`config.mk`:
```
export PLATFORM = sky130hd
export DESIGN_NAME = life_grid_engine
export DESIGN_NICKNAME = d
export VERILOG_FILES = /design/src/rtl/life_pkg.sv /design/src/rtl/life_rule.sv /design/src/rtl/life_grid_engine.sv
export SDC_FILE = /design/constraint.sdc
export NUM_CORES = 2
export LEC_CHECK = 0
export CAP_MARGIN = 20
export CORE_MARGIN = 8
export CORE_UTILIZATION = 53
export CTS_CLUSTER_DIAMETER = 120
export DETAILED_ROUTE_END_ITERATION = 12
export HOLD_SLACK_MARGIN = 0.08
export PLACE_DENSITY_LB_ADDON = 0.25
export SYNTH_ARGS = -nofsm -noshare
export SYNTH_HDL_FRONTEND = slang
export SYNTH_SLANG_ARGS = --single-unit
```
`constraint.sdc`:
```
create_clock -name clk -period 11 [get_ports clk]
set_clock_uncertainty 0.15 [all_clocks]
set_input_delay 3.3 -clock clk [delete_from_list [all_inputs] [get_ports clk]]
set_output_delay 3.3 -clock clk [all_outputs]
set_load 0.05 [all_outputs]
```
`src/rtl/life_pkg.sv`:
```
// life_pkg: shared definitions for the Game-of-Life grid engine.
//   state_t       - engine FSM states (SEED only used by the LFSR seeding build)
//   RGB_*         - packed {red, green, blue} colour constants, 2 bits each
//   LFSR_*        - Galois LFSR taps and seed for the random-seed build
package life_pkg;

  typedef enum logic [1:0] {
    ST_IDLE,
    ST_CALC,
    ST_COMMIT,
    ST_SEED
  } state_t;

  localparam logic [5:0] RGB_BLANK  = 6'b00_00_00;
  localparam logic [5:0] RGB_BORDER = 6'b11_01_01;
  localparam logic [5:0] RGB_LIVE   = 6'b00_00_00;
  localparam logic [5:0] RGB_DEAD   = 6'b11_11_11;

  localparam logic [15:0] LFSR_TAPS = 16'hB400;
  localparam logic [15:0] LFSR_SEED = 16'hACE1;

endpackage

```
`src/rtl/life_rule.sv`:
```
// life_rule: combinational B3/S23 cell update.
//   nbrs   [7:0] in  - the eight neighbour cells
//   centre       in  - current state of the cell itself
//   alive        out - state of the cell in the next generation
module life_rule (
  input  logic [7:0] nbrs,
  input  logic       centre,
  output logic       alive
);

  logic [3:0] count;

  always_comb begin
    count = '0;
    for (int unsigned i = 0; i < 8; i++) begin
      count = count + {3'b000, nbrs[i]};
    end
    alive = (count == 4'd3) | (centre & (count == 4'd2));
  end

endmodule

```
`src/rtl/life_grid_engine.sv`:
```
// life_grid_engine: Conway's Game of Life on a toroidal GRID_W x GRID_H grid,
// rendered as square cells of 2^CELL_LOG2 pixels on a 640x480 raster.
//   clk          in  - pixel clock
//   reset        in  - synchronous, active-high
//   hpos, vpos   in  - current pixel column / row
//   frame_tick   in  - one pulse per frame (start of vertical blank)
//   run          in  - 1: advance one generation every FRAMES_PER_GEN frames
//   step         in  - single-generation request while paused and idle
//   red/green/blue out - registered pixel colour, 1 clock after hpos/vpos
//   busy         out - a generation (or seeding) is in progress
//   gen_count    out - completed generations, wrapping
// Build option: define LIFE_LFSR_SEED_EN to seed the grid from a 16-bit LFSR
// after reset instead of loading a glider.
module life_grid_engine
  import life_pkg::*;
#(
  parameter int GRID_W         = 24,
  parameter int GRID_H         = 24,
  parameter int CELL_LOG2      = 4,
  parameter int FRAMES_PER_GEN = 60,
  parameter int H_ORIGIN       = (640 - GRID_W * (2 ** CELL_LOG2)) / 2,
  parameter int V_ORIGIN       = (480 - GRID_H * (2 ** CELL_LOG2)) / 2
) (
  input  logic        clk,
  input  logic        reset,
  input  logic [9:0]  hpos,
  input  logic [9:0]  vpos,
  input  logic        frame_tick,
  input  logic        run,
  input  logic        step,
  output logic [1:0]  red,
  output logic [1:0]  green,
  output logic [1:0]  blue,
  output logic        busy,
  output logic [15:0] gen_count
);

  localparam int CW = $clog2(GRID_W);
  localparam int RW = $clog2(GRID_H);
  localparam int WIN_W = GRID_W << CELL_LOG2;
  localparam int WIN_H = GRID_H << CELL_LOG2;
  localparam logic [CW-1:0] COL_LAST = CW'(GRID_W - 1);
  localparam logic [RW-1:0] ROW_LAST = RW'(GRID_H - 1);
  localparam logic [15:0] FRAME_LAST = 16'(FRAMES_PER_GEN - 1);

  logic [GRID_H-1:0][GRID_W-1:0] cur;
  logic [GRID_H-1:0][GRID_W-1:0] nxt;

  state_t state, state_nxt;
  logic [CW-1:0] col;
  logic [RW-1:0] row;
  logic [15:0]   frame_cnt;
  logic          frame_wrap;
  logic          trig;
  logic          last_cell;

`ifdef LIFE_LFSR_SEED_EN
  logic [15:0] lfsr;
`endif

  // ---------------- neighbour fetch and rule ----------------
  logic [CW-1:0] cm, cp;
  logic [RW-1:0] rm, rp;
  logic [7:0]    nbrs;
  logic          cell_next;

  always_comb begin
    cm = (col == '0) ? COL_LAST : col - 1'b1;
    cp = (col == COL_LAST) ? '0 : col + 1'b1;
    rm = (row == '0) ? ROW_LAST : row - 1'b1;
    rp = (row == ROW_LAST) ? '0 : row + 1'b1;
    nbrs = {cur[rm][cm], cur[rm][col], cur[rm][cp],
            cur[row][cm],              cur[row][cp],
            cur[rp][cm], cur[rp][col], cur[rp][cp]};
  end

  life_rule u_rule (
    .nbrs   (nbrs),
    .centre (cur[row][col]),
    .alive  (cell_next)
  );

  // ---------------- FSM ----------------
  always_comb begin
    frame_wrap = run && frame_tick && (frame_cnt == FRAME_LAST);
    trig       = run ? frame_wrap : step;
    last_cell  = (col == COL_LAST) && (row == ROW_LAST);
    state_nxt  = state;
    case (state)
      ST_IDLE:   if (trig) state_nxt = ST_CALC;
      ST_CALC:   if (last_cell) state_nxt = ST_COMMIT;
      ST_COMMIT: state_nxt = ST_IDLE;
      ST_SEED:   if (last_cell) state_nxt = ST_IDLE;
      default:   state_nxt = ST_IDLE;
    endcase
  end

  assign busy = (state != ST_IDLE);

  // col/row wrap back to 0 after the last cell, so they are already zero
  // whenever a new pass (CALC or SEED) begins.
  always_ff @(posedge clk) begin
    if (reset) begin
      col       <= '0;
      row       <= '0;
      gen_count <= '0;
      frame_cnt <= '0;
      nxt       <= '0;
`ifdef LIFE_LFSR_SEED_EN
      state     <= ST_SEED;
      lfsr      <= LFSR_SEED;
      cur       <= '0;
`else
      state     <= ST_IDLE;
      cur       <= '0;
      cur[0][1] <= 1'b1;
      cur[1][2] <= 1'b1;
      cur[2][0] <= 1'b1;
      cur[2][1] <= 1'b1;
      cur[2][2] <= 1'b1;
`endif
    end else begin
      state <= state_nxt;

      // Frame counter keeps running while busy; a wrap then simply loses its trigger.
      if (!run) begin
        frame_cnt <= '0;
      end else if (frame_tick) begin
        frame_cnt <= frame_wrap ? '0 : frame_cnt + 16'd1;
      end

      if (state == ST_CALC || state == ST_SEED) begin
        if (col == COL_LAST) begin
          col <= '0;
          row <= (row == ROW_LAST) ? '0 : row + 1'b1;
        end else begin
          col <= col + 1'b1;
        end
      end

      case (state)
        ST_CALC:   nxt[row][col] <= cell_next;
        ST_COMMIT: begin
          cur       <= nxt;
          gen_count <= gen_count + 16'd1;
        end
`ifdef LIFE_LFSR_SEED_EN
        ST_SEED: begin
          cur[row][col] <= lfsr[0];
          lfsr <= (lfsr >> 1) ^ (lfsr[0] ? LFSR_TAPS : 16'h0000);
        end
`endif
        default: ;
      endcase
    end
  end

  // ---------------- pixel colour ----------------
  logic [9:0]    dx, dy;
  logic [CW-1:0] pcol;
  logic [RW-1:0] prow;
  logic          in_win;
  logic          cell_live;
  logic [5:0]    rgb_q;

  always_comb begin
    dx        = hpos - 10'(H_ORIGIN);
    dy        = vpos - 10'(V_ORIGIN);
    pcol      = CW'(dx >> CELL_LOG2);
    prow      = RW'(dy >> CELL_LOG2);
    in_win    = (int'(hpos) >= H_ORIGIN) && (int'(hpos) < H_ORIGIN + WIN_W) &&
                (int'(vpos) >= V_ORIGIN) && (int'(vpos) < V_ORIGIN + WIN_H);
    cell_live = cur[prow][pcol];
  end

  always_ff @(posedge clk) begin
    if (reset) begin
      rgb_q <= RGB_BLANK;
    end else if (hpos >= 10'd640 || vpos >= 10'd480) begin
      rgb_q <= RGB_BLANK;
    end else if (!in_win) begin
      rgb_q <= RGB_BORDER;
    end else if (cell_live) begin
      rgb_q <= RGB_LIVE;
    end else begin
      rgb_q <= RGB_DEAD;
    end
  end

  assign {red, green, blue} = rgb_q;

endmodule

```
==> impl_metrics.py <==
metrics = {
    "outcome": {
        "outcome": "completed",
    },
    "synthesis": {
        "ys_seq_area_frac": 0.3677,
        "ys_async_sr_fraction": 0,
        "avgSynthCellArea_um2": 8.848,
        "synth_edf_count": 0,
        "ys.flop_type": "dfxtp_1",
        "synth_cell_types": 92,
        "ys_warn_count": 0,
        "synth_fp_nets": 7418,
        "syn_inst": 7371,
        "syn-cell-area_um2": 65220,
        "ys_ff_latch": 1198,
    },
    "critical_path": {
        "cp_common_cell": "fa_1",
        "critPathLaunchType": "flip-flop",
        "cpMaxStageDelayCell": "a2111o_2",
        "crit_family": "compound AO/OA/AOI/OAI gates",
        "path_class": "flip-flop to flip-flop",
        "crit_path_cell_trace": "inv_8, ha_4, inv_4, buf_4, buf_4, mux4_2, a22oi_1, a22o_1, nor3_1, a2111oi_0, nor4_1, nor4_1, fa_1, fa_1, inv_1, fa_1, inv_1, fa_1, a2111oi_0, a21oi_1, a2111o_2, buf_12, o21ai_0",
        "crit_buf_inv": 7,
        "cp.arrival_ns": 10.06,
        "required_ns": 11.54,
        "cp-end-kind": "flip-flop",
        "worstPathMaxFanout": 105,
        "max_stage_delay_ns": 0.86,
    },
    "place": {
        "placed_cells": 8495,
        "routabilityCongestion": 1.091,
        "dp_hpwl_um": 158100,
        "pre_cts_slack_ns": 1.902,
        "portBuffers": 47,
    },
    "layout": {
        "fin_cells": 8740,
        "drive_above_1_share": 0.1407,
        "syn2layout_area_growth_pct": 8.138,
        "final_nets": 7053,
    },
    "global_route": {
        "track_usage": 0.3622,
        "grt_pass1_vias": 55830,
        "grt_pass1_wl_um": 374600,
        "antenna_found_initial": 9,
        "grt_overflow": 0,
        "grt_max_degree": 249,
    },
    "timing": {
        "min_period_over_period": 0.8653,
        "finalHoldViolations": 0,
        "setup_ws_ns": 1.482,
        "finalSetupViolCount": 0,
        "fmax_mhz": 105.1,
        "worstMarginPinSlew_ns": 1.349,
        "rsz0062_at_grt": "false",
        "period_minus_slack_ns": 9.518,
        "drv_slew": 0,
        "setup_total_negative_slack_ns": 0,
        "slew_headroom": 0.09119,
    },
    "floorplan": {
        "coreArea_um2": 121900,
        "die_area_um2": 134500,
        "start_util": 0.5351,
        "io_pins": 48,
        "die_w_um": 366.8,
        "rows": 128,
        "fp.dieH_um": 366.8,
    },
    "drt": {
        "firstDrtPassIters": 12,
        "drtAntennaViolNets": 0,
        "drcViolationCount": 0,
        "vias": 60550,
        "met1_length_um": 94100,
        "wl_met2_um": 106000,
        "highest_layer": "met5",
        "vias_per_cell": 6.928,
        "initialDrtViolationCount": 10690,
        "totalWireLength_um": 254500,
        "wl_per_cell_um": 29.12,
        "wl_met3_um": 35780,
    },
    "job": {
        "maxCapViolCount": 0,
    },
    "power": {
        "powerDensity_nw_per_um2": 134.5,
        "vdd_drop_max_mv": 0.1510,
        "leakage_nw": 21.43,
    },
    "cts": {
        "cts_max_level": 4,
        "hold_buffers": 0,
        "cts_root_buffer": "clkbuf_16",
        "postCtsSetupBuffers": 0,
        "clockBufferDepth": 3,
        "cts_buffers": 131,
        "cts_resized": 0,
        "path_clk_slew_ns": 0.06,
        "clk-insertion-delay-late_ns": 0.81,
        "clock_sinks": 1198,
        "cts_tree": "yes",
    },
    "hold_path": {
        "hold_path_class": "flip-flop to flip-flop",
    },
}
## layer usage
layer | GRT usage | vias to the layer above
met5 | 0.003203 | -
met1 | 0.4726 | 29340
met4 | 0.2179 | 6
li1 | - | 25760
met3 | 0.1259 | 1029
met2 | 0.5153 | 4418
## metrics by stage
| step | utilization | power (mW) | cell area (um2) | hold WS, ns |
|---|---|---|---|---|
| after floorplan | - | 4.836 | 65220 | 0.2819 |
| after global placement | 0.5426 | 5.040 | 66130 | 0.2848 |
| after detailed placement | 0.5426 | 5.037 | 66130 | 0.2933 |
| after CTS | 0.5782 | 9.486 | 70480 | 0.2921 |
| after global routing | 0.5785 | 9.713 | 70510 | 0.3117 |
| final | 0.5787 | 9.487 | 70530 | 0.2802 |
## final timing paths
check                                           start                     to  slack, ns  cells past startpoint
worst max register to register    row[0]$_SDFFE_PP0P_  nxt[504]$_SDFFE_PP0P_       1.48                     23
worst min-delay path            nxt[508]$_SDFFE_PP0P_  cur[508]$_SDFFE_PP0N_       0.28                      2
worst max-delay path              row[0]$_SDFFE_PP0P_  nxt[504]$_SDFFE_PP0P_       1.48                     23
worst min register to register  nxt[508]$_SDFFE_PP0P_  cur[508]$_SDFFE_PP0N_       0.28                      2
## cell usage after synthesis (45+ instances only)
master	instances	area [um2]
a21oi_1	643	3218
a22oi_1	64	480.5
and3_1	52	325.3
buf_2	70	350.3
clkbuf_1	549	2061
dfxtp_1	1198	23980
mux2i_1	110	1101
mux4_2	516	11620
nand2_1	1969	7391
nand3_1	93	465.5
nand3b_1	584	4384
nor2_1	187	701.9
nor3_1	45	225.2
o21ai_0	646	3233
o22ai_1	47	294.0
## final cells by class
type / count / area (um2)
well taps: 1625 / 2033
multi-input cells: 5441 / 38120
fillers: 10550 / 51350
repair buffers: 214 / 1936
diodes: 6 / 15.01
flip-flops and latches: 1198 / 24000
clock inverters: 53 / 598.1
inverters: 20 / 85.08
clock buffers: 183 / 3746
## logic make-up after synthesis
kind of cell / count (synthesis) / synth area share
muxes: 669 / 0.2074
adders and majority gates: 22 / 0.004681
xor gates and xnor gates: 44 / 0.006024
buffers and inverters: 732 / 0.05069
AOI/OAI and AO/OA: 1651 / 0.1429
and+or+nand+nor: 3055 / 0.2206
DFF: 1198 / 0.3677
## tightest hold or removal path: cells and delay by family (launching register included)
kind | cells | cell delay [ns]
AO/OA/AOI/OAI | 1 | 0.05
AND/OR/NAND/NOR | 1 | 0.05
flip-flops | 1 | 0.31
## sequential cells by signal, indices dropped and copies added, names as in the netlist
register	flops
col	5
cur	576
frame_cnt	16
gen_count	16
nxt	576
rgb_q	2
row	5
state	2
## placed cells by master (no fill, tap or decap), types with 47 or more instances in the layout
master | netlist | layout
a22oi_1 | 64 | 64
nand3b_1 | 584 | 584
o21ai_0 | 646 | 646
mux4_2 | 516 | 516
nand2_1 | 1969 | 1968
nor2_1 | 187 | 181
dfxtp_1 | 1198 | 1192
buf_4 | 38 | 150
mux2i_1 | 110 | 110
clkbuf_16 | 0 | 133
o22ai_1 | 47 | 47
a21oi_1 | 643 | 643
nand3_1 | 93 | 93
## where the power goes
group          total, mW  switching [mW]  internal [mW]
Clock               4.53            1.92           2.61
Sequential          4.34         0.00566           4.34
Combinational      0.615           0.458          0.157
No activity file was read; power rests on OpenSTA's default activity.
